$ cat src/rtl/instr_fetch_ir.sv
// Instruction fetch and IR stage: owns the PC, runs the memory read handshake
// with wait-state/timeout handling and latches the returned word into the IR.
module instr_fetch_ir #(
    parameter logic [31:0] RESET_PC    = 32'h0000_0000,
    parameter int unsigned TIMEOUT_CYC = 16
) (
    input  logic        clk,
    input  logic        rst_n,
    input  logic        fetch_start,
    input  logic        pc_load,
    input  logic [31:0] pc_load_val,
    output logic        mem_req,
    output logic [31:0] mem_addr,
    input  logic [31:0] mem_rdata,
    input  logic        mem_ready,
    output logic [31:0] instr,
    output logic [5:0]  opcode,
    output logic [4:0]  rs,
    output logic [4:0]  rt,
    output logic [4:0]  rd,
    output logic [4:0]  shamt,
    output logic [5:0]  funct,
    output logic [15:0] imm16,
    output logic [25:0] jaddr,
    output logic [31:0] pc,
    output logic        busy,
    output logic        fetch_done,
    output logic        fetch_err
);

    localparam int unsigned     CNT_W    = 8;
    localparam logic [CNT_W-1:0] CNT_LAST = CNT_W'(TIMEOUT_CYC - 1);

    typedef enum logic {
        IDLE = 1'b0,
        WAIT = 1'b1
    } state_t;

    state_t            state, state_d;
    logic [CNT_W-1:0]  cnt, cnt_d;
    logic [31:0]       pc_d, instr_d, mem_addr_d;
    logic              mem_req_d, busy_d, fetch_done_d, fetch_err_d;

    // State and registered outputs; reset is synchronous.
    always_ff @(posedge clk) begin
        if (!rst_n) begin
            state      <= IDLE;
            cnt        <= '0;
            pc         <= RESET_PC;
            instr      <= '0;
            mem_req    <= 1'b0;
            mem_addr   <= '0;
            busy       <= 1'b0;
            fetch_done <= 1'b0;
            fetch_err  <= 1'b0;
        end else begin
            state      <= state_d;
            cnt        <= cnt_d;
            pc         <= pc_d;
            instr      <= instr_d;
            mem_req    <= mem_req_d;
            mem_addr   <= mem_addr_d;
            busy       <= busy_d;
            fetch_done <= fetch_done_d;
            fetch_err  <= fetch_err_d;
        end
    end

    // Next-state and next-output logic; fetch_done is a single-cycle pulse.
    always_comb begin
        state_d      = state;
        cnt_d        = cnt;
        pc_d         = pc;
        instr_d      = instr;
        mem_req_d    = mem_req;
        mem_addr_d   = mem_addr;
        busy_d       = busy;
        fetch_done_d = 1'b0;
        fetch_err_d  = fetch_err;

        case (state)
            IDLE: begin
                if (pc_load) begin
                    pc_d = pc_load_val;
                end else if (fetch_start) begin
                    if (pc[1:0] != 2'b00) begin
                        fetch_err_d = 1'b1;
                    end else begin
                        mem_req_d   = 1'b1;
                        mem_addr_d  = pc;
                        busy_d      = 1'b1;
                        fetch_err_d = 1'b0;
                        cnt_d       = '0;
                        state_d     = WAIT;
                    end
                end
            end
            WAIT: begin
                // Ready is checked before the timeout so a late ready still wins.
                if (mem_ready) begin
                    instr_d      = mem_rdata;
                    pc_d         = pc + 32'd4;
                    mem_req_d    = 1'b0;
                    busy_d       = 1'b0;
                    fetch_done_d = 1'b1;
                    state_d      = IDLE;
                end else if (cnt == CNT_LAST) begin
                    mem_req_d   = 1'b0;
                    busy_d      = 1'b0;
                    fetch_err_d = 1'b1;
                    state_d     = IDLE;
                end else begin
                    cnt_d = cnt + CNT_W'(1);
                end
            end
            default: state_d = IDLE;
        endcase
    end

    assign opcode = instr[31:26];
    assign rs     = instr[25:21];
    assign rt     = instr[20:16];
    assign rd     = instr[15:11];
    assign shamt  = instr[10:6];
    assign funct  = instr[5:0];
    assign imm16  = instr[15:0];
    assign jaddr  = instr[25:0];

endmodule

$ cat config.mk
export PLATFORM = sky130hd
export DESIGN_NAME = instr_fetch_ir
export DESIGN_NICKNAME = d
export VERILOG_FILES = /design/src/rtl/instr_fetch_ir.sv
export SDC_FILE = /design/constraint.sdc
export NUM_CORES = 1
export LEC_CHECK = 0
export ABC_AREA = 1
export CAP_MARGIN = 20
export CORE_MARGIN = 2
export CORE_UTILIZATION = 40
export DETAILED_ROUTE_END_ITERATION = 12
export PLACE_DENSITY = 0.84
export SLEW_MARGIN = 10
export SYNTH_ARGS = -nofsm -noshare
export SYNTH_HDL_FRONTEND = slang
export SYNTH_SLANG_ARGS = --single-unit
$ cat constraint.sdc
create_clock -name clk -period 1.9 [get_ports clk]
set_input_delay 0.19 -clock clk [delete_from_list [all_inputs] [get_ports clk]]
set_output_delay 0.19 -clock clk [all_outputs]
set_load 0.005 [all_outputs]
==> flow_summary.yaml <==
sta:
  finalSetupViolations: 0
  setup_tns_ns: 0
  rsz0062_at_grt: "false"
  finalHoldViolCount: 0
  max_freq_mhz: 579.8
  post-route-period-util_pct: 90.78
  worst-slew-pin-transition_ns: 0.4658
  fin_worst_skew_ns: 0.009616
  setup_slack_ns: 0.1752
  maxSlewHeadroom_pct: 68.95
  maxSlewViolCount: 0
  period_needed_ns: 1.725
route:
  vias_per_cell: 5.014
  top_layer_used: "met4"
  wl_per_cell_microns: 15.14
  wl_met3_microns: 1332
  drc_errors: 0
  drtAntennaViolNets: 0
  drt_iter0_drc: 522
  vias: 5856
  dr_wl_met2_microns: 8932
  first_pass_iters: 7
  wirelength_microns: 17680
  wl_met1_microns: 6924
global_route:
  globalRouteOverflowTotal: 0
  antenna_found_initial: 0
  grt_pass1_wl_microns: 27020
  grt_pass1_vias: 5281
  grt_max_degree: 51
  grt_usage_pct: 23.18
power_and_ir_drop:
  p_per_area_nw_per_um2: 689.8
  peakVddDrop_mv: 0.4287
  power_leakage_uw: 0.002961
synth:
  synth_fp_nets: 886
  synthesis.area_sq_um: 5613
  synth_async_sr_flop_share_pct: 0
  syn_inst: 815
  synth_warnings: 0
  ys_seq_area_share_pct: 38.52
  avgSynthCellArea_sq_um: 6.887
  yosys_register_bits: 108
  synthDistinctLibCells: 36
  synth-edff-count: 0
  synth_flop_cell: "dfxtp_1"
clocking:
  clkLatencyLatePin_ns: 0.36
  path_clk_slew_ns: 0.08
  cts_buffers: 9
  cts_tree: "done"
  cts_setup_buffers: 0
  cts-hold-fix-buffers: 0
  ctsHtreeMaxLevel: 3
  clk_path_buf_depth: 2
  cts_resized: 0
  ctsRootBufferMaster: "clkbuf_16"
  cts_sinks: 108
cells_and_area:
  drive_gt1_share_pct: 7.895
  fin_util_pct: 58.57
  nNetsFinal: 1054
  layout.cells.non_filler: 1168
  final_cell_area_sq_um: 8066
  multi_input_area_sq_um: 2527
  layout_common_cells: "clkdlybuf4s50_1 (241), nor2_1 (161), nand2_1 (142)"
  fill_cells: 1281
  final_common_cell: "clkdlybuf4s50_1"
  area_growth_pct: 43.71
  diodes: 0
  register_area_sq_um: 2162
placement:
  place_congestion: 0.9219
  dp_slack_ns: 0.2004
  place_inst: 1152
  hpwl_microns: 13380
  io_buffers: 242
  place_area_sq_um: 7755
critical_path:
  cp.required_ns: 2.16
  crit_fanout: 6
  arrival_ns: 1.98
  critPathKind: "flop to flop"
  start_kind: "flop"
  cp-end-kind: "flop"
flow_run:
  drv_cap: 0
outcome:
  status: "finished, final reports clean"
min_path:
  hold_path.class: "primary input to flop"
die:
  die_y_microns: 122.5
  dieArea_sq_um: 15000
  fp.coreArea_sq_um: 13770
  initial_core_util_pct: 40.75
  rows: 43
  io_pins: 243
  die_w_microns: 122.5
-- cell usage after synthesis, types with 5 or more instances --
| cell | instances | area (sq um) |
|---|---|---|
| o22ai_1 | 6 | 37.54 |
| o21ai_1 | 7 | 35.03 |
| nand2_2 | 9 | 56.30 |
| nor2_1 | 161 | 604.3 |
| clkbuf_1 | 16 | 60.06 |
| nor2_4 | 6 | 67.56 |
| nand3_1 | 35 | 175.2 |
| buf_2 | 12 | 60.06 |
| dfxtp_1 | 108 | 2162 |
| nor3_1 | 5 | 25.02 |
| o21ai_0 | 89 | 445.4 |
| inv_1 | 47 | 176.4 |
| nand2_1 | 142 | 533.0 |
| a21oi_1 | 53 | 265.3 |
| buf_4 | 77 | 578.1 |
| nand4_1 | 6 | 37.54 |
-- worst max-delay path, cell delays in order, from the launching register on --
cell	delay (ns)
dfxtp_1	0.43
ha_1	0.22
nand2_1	0.12
nor2_4	0.19
inv_1	0.06
nor2_1	0.18
nand4_1	0.19
a21oi_1	0.19
nor2_1	0.05
-- kinds of logic (layout without fill, tap and decap cells) --
kind of cell	count (synthesis)	in the layout	share of synthesized area (%)
flip-flops	108	108	38.52
AND/OR/NAND/NOR	376	376	28.69
AO/OA/AOI/OAI	165	165	15.58
XOR/XNOR	2	2	0.3121
adder cells (fa/ha/maj)	2	2	0.4458
buffers and inverters	162	335	16.45
-- per-stage QoR --
stage	hold WS [ns]	power (uW)
after global placement	0.4300	3625
after detailed placement	0.4282	3644
after CTS	0.2542	5609
final	0.2668	5564
after floorplan	0.3492	3039
after global routing	0.2765	5831
-- path summary, 6_finish.rpt --
kind | startpoint | depth (start not counted) | to | slack, ns
hold / removal | rst_n | 3 | pc[22] | 0.27
hold reg to reg | mem_addr[1] | 2 | mem_addr[1] | 0.44
setup reg to reg | pc[2] | 8 | pc[10] | 0.18
setup / recovery | pc[2] | 8 | pc[10] | 0.18
-- registers in the layout, indices dropped and copies added, names as in the netlist --
register	flops
fetch_done	1
mem_addr	32
fetch_err	1
instr	32
state	1
cnt	8
busy	1
pc	32
-- where the power goes --
| group | switching [uW] | internal, uW | leakage [uW] |
|---|---|---|---|
| clock | 895 | 1070 | 0.000149 |
| combinational | 471 | 600 | 0.00193 |
| sequential | 133 | 2390 | 0.000883 |
-- cell type report --
type                            count  area share [%]
Timing Repair Buffer              267           32.76
Clock inverter                      6          0.8996
Tap cell                          180           2.792
Clock buffer                       10           2.963
Multi-Input combinational cell    545           31.33
Sequential cell                   108           26.80
Inverter                           52           2.451
-- per-layer routing --
metal / up-vias / track usage (%)
met3: 33 / 4.461
met5: - / 0
met1: 2663 / 27.14
li1: 2887 / -
met4: 0 / 9.914
met2: 273 / 41.11
Power figures use the tool's default switching activity.
